## src/rtl/combi_pkg.sv

```systemverilog
// ============================================================================
//  Module      : combi_pkg
//  Description : Shared types, constants and helpers for the block-transfer
//                (LDM/STM) micro-op sequencer.
//                  - ldm_mode_t  : addressing mode encoding (IA/IB/DA/DB)
//                  - ldm_state_t : sequencer FSM state encoding
//                  - WORD_BYTES  : bytes transferred per register
//                  - popcount()  : set-bit count of a register list
//  Revision    : 1.0 - initial release
// ============================================================================
`default_nettype none

package combi_pkg;

  localparam int WORD_BYTES = 4;

  // Widest register list popcount() accepts; narrower lists are zero-extended.
  localparam int POPCNT_MAX_W = 64;

  typedef enum logic [1:0] {
    LDM_IA = 2'd0,  // increment after
    LDM_IB = 2'd1,  // increment before
    LDM_DA = 2'd2,  // decrement after
    LDM_DB = 2'd3   // decrement before
  } ldm_mode_t;

  typedef enum logic [1:0] {
    ST_IDLE = 2'd0,
    ST_RUN  = 2'd1,
    ST_DONE = 2'd2
  } ldm_state_t;

  function automatic logic [6:0] popcount(input logic [POPCNT_MAX_W-1:0] v);
    logic [6:0] n;
    n = '0;
    for (int i = 0; i < POPCNT_MAX_W; i++) begin
      n = n + {6'd0, v[i]};
    end
    return n;
  endfunction

endpackage

`default_nettype wire

```

## src/rtl/ldm_sequencer_lsb_pick.sv

```systemverilog
// ============================================================================
//  Module      : lsb_pick
//  Description : Lowest-set-bit finder. Returns the index of the least
//                significant set bit of vec_i and whether any bit is set.
//  Ports       : vec_i   [LIST_W] input vector
//                idx_o   [IDX_W]  index of the lowest set bit (0 if none)
//                found_o [1]      vec_i has at least one bit set
//  Revision    : 1.0 - initial release
// ============================================================================
`default_nettype none

module lsb_pick #(
  parameter  int LIST_W = 16,
  localparam int IDX_W  = (LIST_W > 1) ? $clog2(LIST_W) : 1
) (
  input  logic [LIST_W-1:0] vec_i,
  output logic [IDX_W-1:0]  idx_o,
  output logic              found_o
);

  // Scan from the top down so the last hit written is the lowest index.
  always_comb begin
    idx_o   = '0;
    found_o = 1'b0;
    for (int i = LIST_W - 1; i >= 0; i--) begin
      if (vec_i[i]) begin
        idx_o   = IDX_W'(i);
        found_o = 1'b1;
      end
    end
  end

endmodule

`default_nettype wire

```

## src/rtl/ldm_sequencer.sv

```systemverilog
// ============================================================================
//  Module      : ldm_sequencer
//  Description : Breaks a block-transfer (load/store multiple) instruction
//                into one micro-op per selected register, issued in
//                ascending register order with ascending word addresses.
//  Ports       : clk        clock, all state on the rising edge
//                rst        asynchronous active-low reset
//                start      block-transfer instruction present in decode
//                reglist    register list, bit i selects register i
//                base       base-register value
//                mode       addressing mode IA=0, IB=1, DA=2, DB=3
//                hold       pipeline stall, freezes the sequence
//                flush      aborts the sequence (highest priority)
//                uop_valid  micro-op issued this cycle
//                uop_reg    register index of the micro-op
//                uop_addr   memory address of the micro-op
//                uop_last   micro-op is the final one
//                stall_f    stall fetch/decode while the sequence runs
//                wb_valid   base writeback value valid
//                wb_addr    base writeback value
//  Config      : LDM_WRITEBACK_EN - when defined, computes the base
//                writeback value; otherwise wb_valid/wb_addr are tied to 0.
//  Revision    : 1.0 - initial release
// ============================================================================
`default_nettype none

module ldm_sequencer
  import combi_pkg::*;
#(
  parameter  int LIST_W = 16,
  parameter  int ADDR_W = 32,
  localparam int IDX_W  = $clog2(LIST_W)
) (
  input  logic              clk,
  input  logic              rst,
  input  logic              start,
  input  logic [LIST_W-1:0] reglist,
  input  logic [ADDR_W-1:0] base,
  input  logic [1:0]        mode,
  input  logic              hold,
  input  logic              flush,
  output logic              uop_valid,
  output logic [IDX_W-1:0]  uop_reg,
  output logic [ADDR_W-1:0] uop_addr,
  output logic              uop_last,
  output logic              stall_f,
  output logic              wb_valid,
  output logic [ADDR_W-1:0] wb_addr
);

  // --------------------------------------------------------------------------
  // State
  // --------------------------------------------------------------------------
  ldm_state_t        state_q, state_d;
  logic [LIST_W-1:0] list_q,  list_d;   // registers still to be issued
  logic [ADDR_W-1:0] addr_q,  addr_d;   // address of the current micro-op
  logic [IDX_W-1:0]  reg_q;             // lowest set bit of list_q
  logic              last_q;            // list_q has exactly one bit set

  // --------------------------------------------------------------------------
  // Start-address computation
  // --------------------------------------------------------------------------
  ldm_mode_t         mode_w;
  logic [6:0]        cnt_w;
  logic [ADDR_W-1:0] word_w;
  logic [ADDR_W-1:0] span_w;
  logic [ADDR_W-1:0] start_addr_w;
  logic              accept_w;

  assign mode_w   = ldm_mode_t'(mode);
  assign cnt_w    = popcount(POPCNT_MAX_W'(reglist));
  assign word_w   = ADDR_W'(WORD_BYTES);
  assign span_w   = ADDR_W'(cnt_w) * word_w;
  assign accept_w = (state_q == ST_IDLE) && start && !flush;

  // Decrementing modes still transfer upward: the lowest register sits at
  // the bottom of the block, so only the starting point differs per mode.
  always_comb begin
    start_addr_w = base;
    case (mode_w)
      LDM_IA:  start_addr_w = base;
      LDM_IB:  start_addr_w = base + word_w;
      LDM_DA:  start_addr_w = base - span_w + word_w;
      LDM_DB:  start_addr_w = base - span_w;
      default: start_addr_w = base;
    endcase
  end

  // --------------------------------------------------------------------------
  // Next-state logic
  // --------------------------------------------------------------------------
  logic [LIST_W-1:0] list_clr_w;

  // x & (x-1) clears the lowest set bit, i.e. retires the micro-op issued now.
  assign list_clr_w = list_q & (list_q - LIST_W'(1));

  always_comb begin
    state_d = state_q;
    list_d  = list_q;
    addr_d  = addr_q;
    if (flush) begin
      state_d = ST_IDLE;
      list_d  = '0;
    end else begin
      case (state_q)
        ST_IDLE: begin
          if (accept_w) begin
            if (|reglist) begin
              state_d = ST_RUN;
              list_d  = reglist;
              addr_d  = start_addr_w;
            end else begin
              state_d = ST_DONE;
            end
          end
        end
        ST_RUN: begin
          if (!hold) begin
            list_d  = list_clr_w;
            addr_d  = addr_q + word_w;
            state_d = (|list_clr_w) ? ST_RUN : ST_IDLE;
          end
        end
        ST_DONE: state_d = ST_IDLE;
        default: state_d = ST_IDLE;
      endcase
    end
  end

  // The index and last flag are looked ahead from list_d so that they are
  // registered alongside the list they describe.
  logic [IDX_W-1:0] nxt_idx_w;
  logic             nxt_found_w;
  logic             last_d;

  lsb_pick #(
    .LIST_W (LIST_W)
  ) u_lsb_pick (
    .vec_i   (list_d),
    .idx_o   (nxt_idx_w),
    .found_o (nxt_found_w)
  );

  assign last_d = nxt_found_w && !(|(list_d & (list_d - LIST_W'(1))));

`ifdef LDM_WRITEBACK_EN
  logic [ADDR_W-1:0] wb_q;
  logic [ADDR_W-1:0] wb_d;

  assign wb_d = ((mode_w == LDM_IA) || (mode_w == LDM_IB)) ? (base + span_w)
                                                           : (base - span_w);
`endif

  // --------------------------------------------------------------------------
  // Sequential state
  // --------------------------------------------------------------------------
  always_ff @(posedge clk or negedge rst) begin
    if (!rst) begin
      state_q <= ST_IDLE;
      list_q  <= '0;
      addr_q  <= '0;
      reg_q   <= '0;
      last_q  <= 1'b0;
`ifdef LDM_WRITEBACK_EN
      wb_q    <= '0;
`endif
    end else begin
      state_q <= state_d;
      list_q  <= list_d;
      addr_q  <= addr_d;
      reg_q   <= nxt_idx_w;
      last_q  <= last_d;
`ifdef LDM_WRITEBACK_EN
      // Base is captured at acceptance; later changes to base are ignored.
      if (accept_w) begin
        wb_q <= wb_d;
      end
`endif
    end
  end

  // --------------------------------------------------------------------------
  // Outputs
  // --------------------------------------------------------------------------
  logic run_w;

  assign run_w     = (state_q == ST_RUN);
  assign uop_valid = run_w && !flush;
  assign uop_reg   = reg_q;
  assign uop_addr  = addr_q;
  assign uop_last  = uop_valid && last_q;

  // Decode must stop in the acceptance cycle already, before RUN is entered.
  // Gating with rst keeps stall_f low while reset is held with start high.
  assign stall_f = rst && !flush &&
                   (((state_q == ST_IDLE) && start) || (run_w && !last_q));

`ifdef LDM_WRITEBACK_EN
  assign wb_valid = uop_last || ((state_q == ST_DONE) && !flush);
  assign wb_addr  = wb_q;
`else
  assign wb_valid = 1'b0;
  assign wb_addr  = '0;
`endif

endmodule

`default_nettype wire

```

## config.mk

```make
export PLATFORM = sky130hd
export DESIGN_NAME = ldm_sequencer
export DESIGN_NICKNAME = d
export VERILOG_FILES = /design/src/rtl/combi_pkg.sv /design/src/rtl/ldm_sequencer_lsb_pick.sv /design/src/rtl/ldm_sequencer.sv
export SDC_FILE = /design/constraint.sdc
export NUM_CORES = 1
export LEC_CHECK = 0
export CORE_MARGIN = 3
export CORE_UTILIZATION = 50
export DETAILED_ROUTE_END_ITERATION = 8
export PLACE_DENSITY = 0.77
export SYNTH_ARGS = -nofsm -noshare
export SYNTH_HDL_FRONTEND = slang
export SYNTH_SLANG_ARGS = --single-unit
```

## constraint.sdc

```tcl
create_clock -name clk -period 4 [get_ports clk]
set_clock_uncertainty 0.1 [all_clocks]
set_input_delay 0.4 -clock clk [delete_from_list [all_inputs] [get_ports clk]]
set_output_delay 0.4 -clock clk [all_outputs]
set_load 0.005 [all_outputs]
```

Word-level counts from Yosys, hierarchy flattened
Cells that the tools add are included.
- reduce and logical (&&, ||, !) cells: 20
- muxes and demuxes: 48
- $add $sub $neg: 21
- bitwise operators: 3
- equal/unequal tests: 9
- operators with widths (operator ; count):
    one-hot mux 32 bit (4 select lines) ; 1
    adder 32 x 3 -> 32 bit, second input constant ; 3
    2-to-1 mux 32 bit ; 3
    2-to-1 mux 16 bit ; 4
    2-to-1 mux 4 bit ; 16
    one-hot mux 32 bit (2 select lines) ; 1
    adder 7 x 1 -> 7 bit ; 9
    OR reduction 16 bit ; 3
    bitwise AND 16 bit ; 2
    one-hot mux 16 bit (2 select lines) ; 1
    subtractor 16 x 1 -> 16 bit, second input constant ; 2
    subtractor 32 x 9 -> 32 bit ; 1
    2-to-1 mux 1 bit ; 17
    logical AND 1 bit ; 8
    2-to-1 mux 2 bit ; 4
    adder 6 x 1 -> 7 bit ; 1
    adder 5 x 1 -> 6 bit ; 1
    != test 2 bit, second input constant ; 3
    != test 3 bit, second input constant ; 2
    adder 4 x 1 -> 5 bit ; 1
    AND reduction 5 bit ; 1
    adder 3 x 1 -> 4 bit ; 1
    == test 2 x 1 -> 1 bit, second input constant ; 2
    == test 2 bit, second input constant ; 2
    other kinds (9) ; 12
- input bits: 55
- output and inout bits: 72
- word-level logic and storage cells: 106
- register bits after elaboration: 55

Depth between registers and ports, before layout
- word-level depth: 23
- mapped depth: 25
- mapped depth without buffers: 23

Cells and area by module
From an unflattened synthesis, not the netlist that was laid out.
- cells, all modules: 925
- area, all modules: 6708.9 um2
- modules (own cells, without submodules) (module ; times used ; seq. area each (um2) ; area an instance (um2) ; cells an instance):
    ldm_sequencer ; 1 ; 1376.3 ; 6530.0 ; 892
    lsb_pick ; 1 ; 0.0 ; 178.9 ; 33

Least setup slack after synthesis
Ideal clock, no wire load.
- kind: input to register
- from: input port reglist[0]
- to: register addr_q[28] (netlist: uop_addr[28])
- arrival: 6814 ps
- setup time: 131 ps
- buffers on the path: 1
- data required time: 3769 ps
- cell stages on the path: 21
- setup slack: -3046 ps
- cell sequence: inv_1 fa_1 fa_1 fa_1 fa_1 inv_1 ha_1 inv_1 fa_1 fa_1 a211oi_2 o21ai_2 or4_1 buf_2 or4b_4 a211o_1 or4_4 nor2b_2 mux2i_1 mux2i_1 or3_1
- word-level cells in the longest chain between the ends: 21
- elaborated cells on any way between the ends: 24
- those cells by class: add/sub (17); eq/ne (1); mux (4); reduce/logical (2)
- RTL lines (what ; RTL line ; source):
    start, declared ; ldm_sequencer.sv:37 ; input logic [LIST_W-1:0] reglist,
    adder 1 x 1 -> 2 bit ; combi_pkg.sv:37 ; n = n + {6'd0, v[i]};
    adder 2 x 1 -> 3 bit ; combi_pkg.sv:37 ;
    adder 3 x 1 -> 4 bit ; combi_pkg.sv:37 ;
    adder 4 x 1 -> 5 bit ; combi_pkg.sv:37 ;
    adder 5 x 1 -> 6 bit ; combi_pkg.sv:37 ;
    adder 6 x 1 -> 7 bit ; combi_pkg.sv:37 ;
    adder 7 x 1 -> 7 bit (9 in series) ; combi_pkg.sv:37 ;
    subtractor 32 x 9 -> 32 bit ; ldm_sequencer.sv:83, ldm_sequencer.sv:84 ;
    adder 32 x 3 -> 32 bit ; ldm_sequencer.sv:83 ; LDM_DA: start_addr_w = base - span_w + word_w;
    one-hot mux 32 bit (4 select lines) ; ldm_sequencer.sv:80 ; case (mode_w)
    2-to-1 mux 32 bit ; ldm_sequencer.sv:108 ; if (|reglist) begin
    2-to-1 mux 32 bit ; ldm_sequencer.sv:107 ; if (accept_w) begin
    one-hot mux 32 bit (2 select lines) ; ldm_sequencer.sv:105 ; case (state_q)
    end signal, assigned ; ldm_sequencer.sv:170 ; addr_q <= addr_d;
    end, declared ; ldm_sequencer.sv:56 ; logic [ADDR_W-1:0] addr_q, addr_d;
Several ways; a longest one is shown, not always the timed one. The select of a mux whose other input is x is not followed.
A chain may end at the register's enable or synchronous reset.

Worst setup path in the final report
- from: input port reglist[15]
- to: register addr_q[30] (netlist: uop_addr[30])
- word-level cells in the longest chain between the ends: 7
- elaborated cells on any way between the ends: 10
- those cells by class: add/sub (3); eq/ne (1); mux (4); reduce/logical (2)
- RTL lines (what ; RTL line):
    adder 7 x 1 -> 7 bit ; combi_pkg.sv:37
    subtractor 32 x 9 -> 32 bit ; ldm_sequencer.sv:83, ldm_sequencer.sv:84
    adder 32 x 3 -> 32 bit ; ldm_sequencer.sv:83
    one-hot mux 32 bit (4 select lines) ; ldm_sequencer.sv:80
    2-to-1 mux 32 bit ; ldm_sequencer.sv:108
    2-to-1 mux 32 bit ; ldm_sequencer.sv:107
    one-hot mux 32 bit (2 select lines) ; ldm_sequencer.sv:105
Several ways; a longest one is shown, not always the timed one. The select of a mux whose other input is x is not followed.

==> results.yml <==
worst_setup_path:
  startpoint: "reglist[15]"
  crit_path_top_delay_cell: "fa_1"
  path_buf_inv: 5
  r2r_start: "state_q[0]"
  critPathCaptureType: "flop"
  worst_setup_path_start_kind: "input pin"
  cpPeakStageDelay_ns: 0.56
  crit_family: "adder cells"
  crit_top_cell: "fa_1"
  cp.required_ns: 4.06
  path_max_fanout: 5
  worstPathCellList: "buf_8 -> inv_8 -> fa_1 -> fa_1 -> fa_1 -> fa_1 -> inv_1 -> ha_2 -> inv_2 -> fa_2 -> fa_2 -> a211oi_4 -> buf_4 -> o21ai_4 -> or4_4 -> or4b_4 -> a211o_1 -> or4_4 -> nor3b_2 -> xnor2_1 -> mux2i_1 -> o221ai_1"
  worstPathArrival_ns: 6.75
  path_class: "in -> reg"
routing:
  num_vias: 8585
  firstDrtPassIters: 7
  wl_per_cell_um: 19.1
  vias_per_cell: 6.34
  drt_wl_total_mm: 25.9
  drt_iter0_drc: 967
  drc: 0
  antenna_left: 0
clock_network:
  hold_buffers: 0
  cts_made_buffers: 5
  clock_latency_ns: 0.30
  clkTransAtPathRegs_ns: 0.07
  cts-htree-levels: 2
  cts-root-buf: "clkbuf_16"
  cts_tree: "yes"
  clock_path_buffers: 2
  cts_sinks: 55
layout:
  fillers: 999
  utilization_pct: 76.1
  seqCellArea_sq_mm: 0.00138
  diodes: 0
  fin_area_sq_mm: 0.00984
  drive_gt1_share_pct: 28.4
  fin_nets: 1265
  syn_to_final_growth_pct: 45.2
  largest_reg_flops: 32
  multi_input_area_sq_mm: 0.00548
grt:
  met2_usage_pct: 55.3
  grt_pass1_wl_mm: 39.8
  grt-ovfl-total: 0
  grt_pass1_vias: 7990
  grtUsageMet1_pct: 41.4
  grt_max_degree: 56
  busiest_layer: "met2"
  grtUsageMet3_pct: 4.33
  grt_usage_pct: 33.1
  antenna_found_initial: 1
floorplanning:
  core_sq_mm: 0.0129
  ios: 127
  start_util_pct: 52.4
  die_h_um: 122
  die_w_um: 122
  design.die.area_sq_mm: 0.0150
  rows: 41
logic_synthesis:
  synth_warnings: 0
  yosysTopAreaCell: "dfrtp_1"
  synthFlopType: "dfrtp_1"
  synthArstFlopShare_pct: 100
  synthDistinctLibCells: 82
  ys_seq_elements: 55
  avgSynthCellArea_sq_um: 7.20
  syn_inst: 941
  ys_seq_area_share_pct: 20.3
  synth_top_area_share_pct: 20.3
  yosysMostFrequentCell: "nor2_1"
  synth-edff-count: 0
  synth_area_sq_mm: 0.00678
  netlist_top_cells_count: "97 x nor2_1, 85 x a21oi_1, 75 x nand2_1"
  ys_top_cells_by_area: "dfrtp_1 20%, a21oi_1 6.3%, nor2_1 5.4%"
hold_path:
  min_path_type: "in -> async"
timing:
  rsz0062_at_grt: "true"
  relSlewSlack_pct: 47.7
  tightest_slew_ns: 0.778
  max_freq_mhz: 150
  tns_ns: -61.38
  period_minus_slack_ns: 6.69
  final_max_slew_viol_count: 0
  fin_crit_sh_pct: 167
  setup_violations: 29
  hold_violations: 0
  setup_ws_ns: -2.69
flow_run:
  cap_violations: 0
placed_design:
  post-place-ws_ns: -3.37
  gp_congestion: 0.960
  place_area_sq_mm: 0.00914
  hpwl_mm: 18.9
  port_buffers: 93
power:
  power_density_mw_per_mm2: 421
  ir_drop_mv: 0.561
  power_leakage_nw: 4.01
outcome:
  status: "finished with violations"
  violations: "negative setup slack"
[final cells by class]
class	instances	share of cell area [%]
sequential	55	14.0
inverter	42	1.68
clock buffer	6	1.31
multi-input combinational	785	55.7
tap	172	2.19
timing repair buffer	294	25.1
[what timing repair did]
| item | CTS | global route |
|---|---|---|
| setup endpoints to repair | 30 | 30 |
| pin swaps | 43 | 59 |
| gates resized for setup | 106 | 33 |
| buffers inserted | 12 | 12 |
[where the power goes]
group,internal (mW),leakage [nW],switching (mW)
combinational,1.50,3.26,1.41
sequential,0.672,0.686,0.144
clock,0.226,0.0628,0.194
[metal layers]
metal	part of all wire, %	vias to the layer above
li1	-	3888
met1	38	4011
met2	47	530
met3	8.1	154
met4	6.5	2
met5	0.062	-
[path summary, 6_finish.rpt]
kind | to | slack [ns] | cells after the start
worst min-delay path | list_q[7] | 0.15 | 2
max in group asynchronous | list_q[11] | 3.17 | 2
worst max-delay path | uop_addr[30] | -2.69 | 22
min in group clk | uop_addr[1] | 0.37 | 2
worst max register to register | last_q | 0.58 | 10
worst min register to register | uop_addr[1] | 0.37 | 2
[cell families (layout without fill, tap and decap cells)]
family | Yosys count | count (layout) | share of synthesized area [%]
AND/OR/NAND/NOR | 378 | 378 | 28.4
AO/OA/AOI/OAI | 286 | 286 | 27.3
buffers and inverters | 133 | 342 | 9.51
flip-flops | 55 | 55 | 20.3
XOR/XNOR | 44 | 44 | 5.69
adder cells (fa/ha/maj) | 32 | 32 | 6.94
multiplexers | 12 | 12 | 1.81
other | 1 | 33 | 0.0553
[cells in the final DEF (no fill, tap or decap), drive strengths merged, types with 42 or more instances in the layout]
cell,n
buf,210
nor2,97
a21oi,85
clkdlybuf4s50,83
nand2,76
o21ai,61
dfrtp,55
nor3,47
nand3,46
inv,42
[metrics by stage]
| stage | hold slack (ns) | power (mW) | cells |
|---|---|---|---|
| global route | 0.221 | 4.42 | 1354 |
| global placement | 0.355 | 3.17 | 1330 |
| floorplan | 0.00441 | 2.12 | 973 |
| finish | 0.146 | 4.15 | 1354 |
| detailed placement | 0.359 | 3.22 | 1330 |
| CTS | 0.191 | 3.88 | 1346 |
[worst reg2reg max path, cell delays in order, from the launching register on]
cell and delay, ns:
dfrtp_1 0.54, nor4b_1 0.36, buf_4 0.20, a21boi_0 0.26, o31ai_1 0.41, a31oi_1 0.17
or3_1 0.38, a2111oi_0 0.40, or2_2 0.19, a21oi_1 0.04, a311oi_1 0.27
Note: power is estimated with default switching activity, not from simulation.
